--- src/rtl/game_pkg.sv ---
// game_pkg: shared definitions for the game round controller and the display logic.
//   game_state_t : two-bit game state encoding (IDLE=00, PLAYING=01, PAUSED=11, GAME_OVER=10)
//   SCORE_MAX    : score saturation limit, chosen so three decimal digits always suffice
//   KEY_START / KEY_PAUSE : bit positions of the start/restart and pause/resume keys
package game_pkg;

    typedef enum logic [1:0] {
        S_IDLE      = 2'b00,
        S_PLAYING   = 2'b01,
        S_GAME_OVER = 2'b10,
        S_PAUSED    = 2'b11
    } game_state_t;

    localparam logic [9:0] SCORE_MAX = 10'd999;

    localparam int unsigned KEY_START = 0;
    localparam int unsigned KEY_PAUSE = 1;

endpackage

--- src/rtl/game_ctrl_key_edge.sv ---
// key_edge: 4-bit registered falling-edge detector for debounced, active-low keys.
//   clk    in  system clock
//   rst_n  in  asynchronous active-low reset
//   key_n  in  [3:0] debounced, synchronized keys, low = pressed
//   press  out [3:0] one-cycle pulse per key press (falling edge of key_n)
// A key held through reset release produces no press until it is released and
// pressed again: detection is disarmed for the first clock after reset.
module key_edge (
    input  logic       clk,
    input  logic       rst_n,
    input  logic [3:0] key_n,
    output logic [3:0] press
);

    logic [3:0] key_prev;
    logic       armed;

    always_ff @(posedge clk or negedge rst_n) begin
        if (!rst_n) begin
            key_prev <= 4'b1111;
            armed    <= 1'b0;
        end else begin
            key_prev <= key_n;
            armed    <= 1'b1;
        end
    end

    // The first clock after reset only captures the key levels.
    assign press = armed ? (key_prev & ~key_n) : 4'b0000;

endmodule

--- src/rtl/game_ctrl.sv ---
// game_ctrl: round controller for the game top level.
// Sequences IDLE / PLAYING / PAUSED / GAME_OVER from key presses and owns the round
// countdown, score and lives. hit/miss/frame only count while PLAYING.
//   clk          in  system clock
//   rst_n        in  asynchronous active-low reset
//   frame        in  one-cycle strobe per video frame
//   key_n        in  [3:0] debounced active-low keys; [0]=start/restart, [1]=pause/resume
//   hit          in  one-cycle scoring event
//   miss         in  one-cycle life-loss event
//   state        out [1:0] current game state (game_pkg encoding)
//   time_left    out [6:0] seconds remaining
//   score        out [9:0] score, saturating at SCORE_MAX
//   lives        out [1:0] lives remaining
//   round_active out high only in PLAYING
//   over_pulse   out one-cycle pulse on entry to GAME_OVER
module game_ctrl
    import game_pkg::*;
#(
    parameter int unsigned FRAMES_PER_SEC = 60,
    parameter int unsigned ROUND_SECONDS  = 30,
    parameter int unsigned LIVES          = 3
) (
    input  logic       clk,
    input  logic       rst_n,
    input  logic       frame,
    input  logic [3:0] key_n,
    input  logic       hit,
    input  logic       miss,
    output logic [1:0] state,
    output logic [6:0] time_left,
    output logic [9:0] score,
    output logic [1:0] lives,
    output logic       round_active,
    output logic       over_pulse
);

    localparam logic [9:0] FRAME_LAST = 10'(FRAMES_PER_SEC - 1);
    localparam logic [6:0] TIME_INIT  = 7'(ROUND_SECONDS);
    localparam logic [1:0] LIVES_INIT = 2'(LIVES);

    logic [3:0]  press;
    logic        start_press;
    logic        pause_press;
    logic        unused_keys;

    game_state_t cur_state;
    logic [9:0]  frame_cnt;

    // Candidate PLAYING-state updates, applied only when the FSM is in PLAYING.
    logic [9:0]  score_nxt;
    logic [1:0]  lives_nxt;
    logic [6:0]  time_nxt;
    logic [9:0]  frame_nxt;
    logic        sec_tick;
    logic        round_end;

    key_edge u_key_edge (
        .clk   (clk),
        .rst_n (rst_n),
        .key_n (key_n),
        .press (press)
    );

    assign start_press = press[KEY_START];
    assign pause_press = press[KEY_PAUSE];
    assign unused_keys = ^press[3:2];

    always_comb begin
        score_nxt = score;
        lives_nxt = lives;
        time_nxt  = time_left;
        frame_nxt = frame_cnt;
        sec_tick  = 1'b0;

        if (hit && (score < SCORE_MAX)) begin
            score_nxt = score + 10'd1;
        end
        if (miss && (lives != 2'd0)) begin
            lives_nxt = lives - 2'd1;
        end
        if (frame) begin
            if (frame_cnt == FRAME_LAST) begin
                frame_nxt = 10'd0;
                sec_tick  = 1'b1;
            end else begin
                frame_nxt = frame_cnt + 10'd1;
            end
        end
        if (sec_tick && (time_left != 7'd0)) begin
            time_nxt = time_left - 7'd1;
        end

        // Lives and time running out together still make a single round end.
        round_end = (lives_nxt == 2'd0) || (time_nxt == 7'd0);
    end

    always_ff @(posedge clk or negedge rst_n) begin
        if (!rst_n) begin
            cur_state    <= S_IDLE;
            time_left    <= 7'd0;
            score        <= 10'd0;
            lives        <= 2'd0;
            frame_cnt    <= 10'd0;
            round_active <= 1'b0;
            over_pulse   <= 1'b0;
        end else begin
            over_pulse <= 1'b0;
            unique case (cur_state)
                S_IDLE: begin
                    if (start_press) begin
                        cur_state    <= S_PLAYING;
                        time_left    <= TIME_INIT;
                        score        <= 10'd0;
                        lives        <= LIVES_INIT;
                        frame_cnt    <= 10'd0;
                        round_active <= 1'b1;
                    end
                end

                S_PLAYING: begin
                    if (start_press) begin
                        // Restart wins over pause and over any same-cycle event.
                        time_left    <= TIME_INIT;
                        score        <= 10'd0;
                        lives        <= LIVES_INIT;
                        frame_cnt    <= 10'd0;
                        round_active <= 1'b1;
                    end else begin
                        // Counters always take the update, including on the
                        // GAME_OVER-entry and PAUSED-entry cycles.
                        time_left <= time_nxt;
                        score     <= score_nxt;
                        lives     <= lives_nxt;
                        frame_cnt <= frame_nxt;
                        if (round_end) begin
                            cur_state    <= S_GAME_OVER;
                            round_active <= 1'b0;
                            over_pulse   <= 1'b1;
                        end else if (pause_press) begin
                            cur_state    <= S_PAUSED;
                            round_active <= 1'b0;
                        end
                    end
                end

                S_PAUSED: begin
                    if (start_press) begin
                        cur_state    <= S_PLAYING;
                        time_left    <= TIME_INIT;
                        score        <= 10'd0;
                        lives        <= LIVES_INIT;
                        frame_cnt    <= 10'd0;
                        round_active <= 1'b1;
                    end else if (pause_press) begin
                        cur_state    <= S_PLAYING;
                        round_active <= 1'b1;
                    end
                end

                S_GAME_OVER: begin
                    if (start_press) begin
                        cur_state    <= S_PLAYING;
                        time_left    <= TIME_INIT;
                        score        <= 10'd0;
                        lives        <= LIVES_INIT;
                        frame_cnt    <= 10'd0;
                        round_active <= 1'b1;
                    end
                end

                default: begin
                    cur_state    <= S_IDLE;
                    round_active <= 1'b0;
                end
            endcase
        end
    end

    assign state = cur_state;

endmodule

--- config.mk ---
export PLATFORM = sky130hd
export DESIGN_NAME = game_ctrl
export DESIGN_NICKNAME = d
export VERILOG_FILES = /design/src/rtl/game_pkg.sv /design/src/rtl/game_ctrl_key_edge.sv /design/src/rtl/game_ctrl.sv
export SDC_FILE = /design/constraint.sdc
export NUM_CORES = 1
export LEC_CHECK = 0
export CORE_MARGIN = 2
export CORE_UTILIZATION = 48
export CTS_CLUSTER_DIAMETER = 200
export CTS_CLUSTER_SIZE = 28
export DETAILED_ROUTE_END_ITERATION = 16
export PLACE_DENSITY = 0.75
export SYNTH_ARGS = -nofsm -noshare
export SYNTH_HDL_FRONTEND = slang
export SYNTH_HIERARCHICAL = 1
export SYNTH_SLANG_ARGS = --single-unit
--- constraint.sdc ---
create_clock -name clk -period 2.2 [get_ports clk]
set_input_delay 0.44 -clock clk [delete_from_list [all_inputs] [get_ports clk]]
set_output_delay 0.44 -clock clk [all_outputs]
set_load 0.01 [all_outputs]
==> flow_metrics.tcl <==
set metrics [dict create \
    syn_nets 217 \
    dieArea_um2 4600 \
    crit_family "simple AND/OR/NAND/NOR gates" \
    area_growth_pct 29.7 \
    max_cap_viol_count 0 \
    synth_cells 203 \
    syn-cell-area_um2 1960 \
    path_class "reg -> reg" \
    cp-start-kind "flip-flop" \
    dpl.hpwl_um 3010 \
    fin_ws_ns 0.0886 \
    routed_via_density 5.57 \
    ir_worst_vdd_v 0.000457 \
    power_leakage_uw 0.00107 \
    nFillCells 331 \
    total_power_uw 2090 \
    drc 0 \
    clk_path_buf_depth 2 \
    status "finished clean" \
    timing.final.max_slew_violations 0 \
    rows 23 \
    synth_warnings 6 \
    end_kind "flip-flop" \
    antenna_found_initial 0 \
    drtIter0Drc 127 \
    gr-total-overflow 0 \
    fmax_mhz 474 \
    worstPathMaxFanout 4 \
    cpMaxStageDelayCell "or4bb_4" \
    hold_slack_ns 0.560 \
    htreeDepth 2 \
    cp.required_ns 2.38 \
    r2r_start "time_left[0]$_DFFE_PN0P_" \
    crit_start "time_left[0]$_DFFE_PN0P_" \
    place_ws_ns -0.391 \
    drtAntennaViolNets 0 \
    clkTransAtPathRegs_ns 0.08 \
    powerDensity_nw_per_um2 824 \
    final_cell_mix "34 x dfrtp_1, 28 x clkdlybuf4s50_1, 23 x nor2_1, 18 x nand2_1, 17 x buf_4" \
    fin_crit_ns 2.11 \
    ff2ff_setup_slack_ns 0.09 \
    cp.arrival_ns 2.29 \
    final_common_cell "dfrtp_1" \
    finalHoldViolCount 0 \
    final_layout_size_suffix_gt1_share_pct 14.7 \
    die_y_um 67.9 \
    final_cell_count_no_fill 302 \
    num_io_pins 32 \
    initial_core_util_pct 49.3 \
    core_um2 3970 \
    finClkSkew_ns 0.0123 \
    avgSynthCellArea_um2 9.64 \
    clk_latency_ns 0.28 \
    gp_congestion 0.855 \
    hold_path_class "in -> async" \
    grt_max_degree 37 \
    die_w_um 67.9 \
    path_cells "inv_2 -> ha_4 -> or4bb_4 -> nor4_4 -> mux2i_1 -> o21ai_1 -> a2111oi_2" \
    num_antenna_cells 0 \
    cts_root_buf "clkbuf_8" \
    cts_setup_buffers 0 \
    fin_nets 265 \
    grt_pass1_vias 1569 \
    place_inst 294 \
    drt_first_pass_iters 4 \
    grt_pass1_wl_um 7050 \
    numPortBuffers 29 \
    cp_num_buf_inv 1 \
    track_usage_pct 20.2 \
    rsz0062_at_grt "true" \
    period_share_pct 96.0 \
    wirelength_um 4100 \
    setup_viol 0 \
    tns_ns 0 \
    tritoncts "yes" \
    routedWlPerCell_um 13.6 \
    vias 1683 \
    slowest_delay_ns 0.47 \
    cts-buffers-inserted 5 \
    numClockSinks 36 \
]
## cell type report
cell class	instances	area, um^2	area share, %
clock buffers	6	82.6	3.25
inverters	8	30.0	1.18
clock inverters	2	10.0	0.394
well taps	50	62.6	2.46
multi-input cells	154	1030	40.6
flip-flops and latches	36	903	35.6
repair buffers	46	420	16.6
## worst register-to-register path: stages, from the launching register on
cell	delay [ns]
dfrtp_1	0.39
inv_2	0.10
ha_4	0.16
or4bb_4	0.47
nor4_4	0.18
mux2i_1	0.27
o21ai_1	0.13
a2111oi_2	0.30
## stage by stage
stage / area, um^2 / utilization, %
finish: 2540 / 63.9
global route: 2540 / 63.9
global placement: 2430 / 61.2
detailed placement: 2430 / 61.2
CTS: 2540 / 63.9
floorplan: 1980 / -
## worst paths after layout
kind                                                    endpoint  cells past startpoint
worst max-delay path                        over_pulse$_DFF_PN0_                      7
worst min-delay path                        lives[1]$_DFFE_PN0P_                      2
worst max register to register              over_pulse$_DFF_PN0_                      7
worst min register to register          frame_cnt[0]$_DFFE_PN0P_                      1
max in group asynchronous       u_key_edge/key_prev[1]$_DFF_PN1_                      2
min in group clk                        frame_cnt[0]$_DFFE_PN0P_                      1
## what timing repair did
action | CTS | global route
gates cloned | 0 | 0
resized for setup | 2 | 2
pin swaps | 1 | 1
hold buffers | 0 | 0
setup endpoints to repair | 4 | 1
hold endpoints to repair | 0 | 0
## layer usage
layer | part of all wire, % | track usage [%] | up-vias
met5 | 0 | 0 | -
met4 | 1.1 | 7.00 | 0
met3 | 4.1 | 3.95 | 4
met2 | 50 | 33.7 | 39
met1 | 45 | 26.3 | 814
li1 | - | - | 826
## report_power, final
| group | total, uW | internal [uW] | switching [uW] | leakage (uW) |
|---|---|---|---|---|
| Sequential | 907 | 767 | 141 | 0.000455 |
| Combinational | 707 | 366 | 341 | 0.000567 |
| Clock | 476 | 250 | 227 | 0.0000510 |
## flip-flops by register name, indices dropped and copies added (netlist names)
signal               count
lives                    2
state                    2
u_key_edge/armed         1
frame_cnt               10
over_pulse               1
score                   10
time_left                7
u_key_edge/key_prev      2
round_active             1
(Power assumes the default switching activity.)
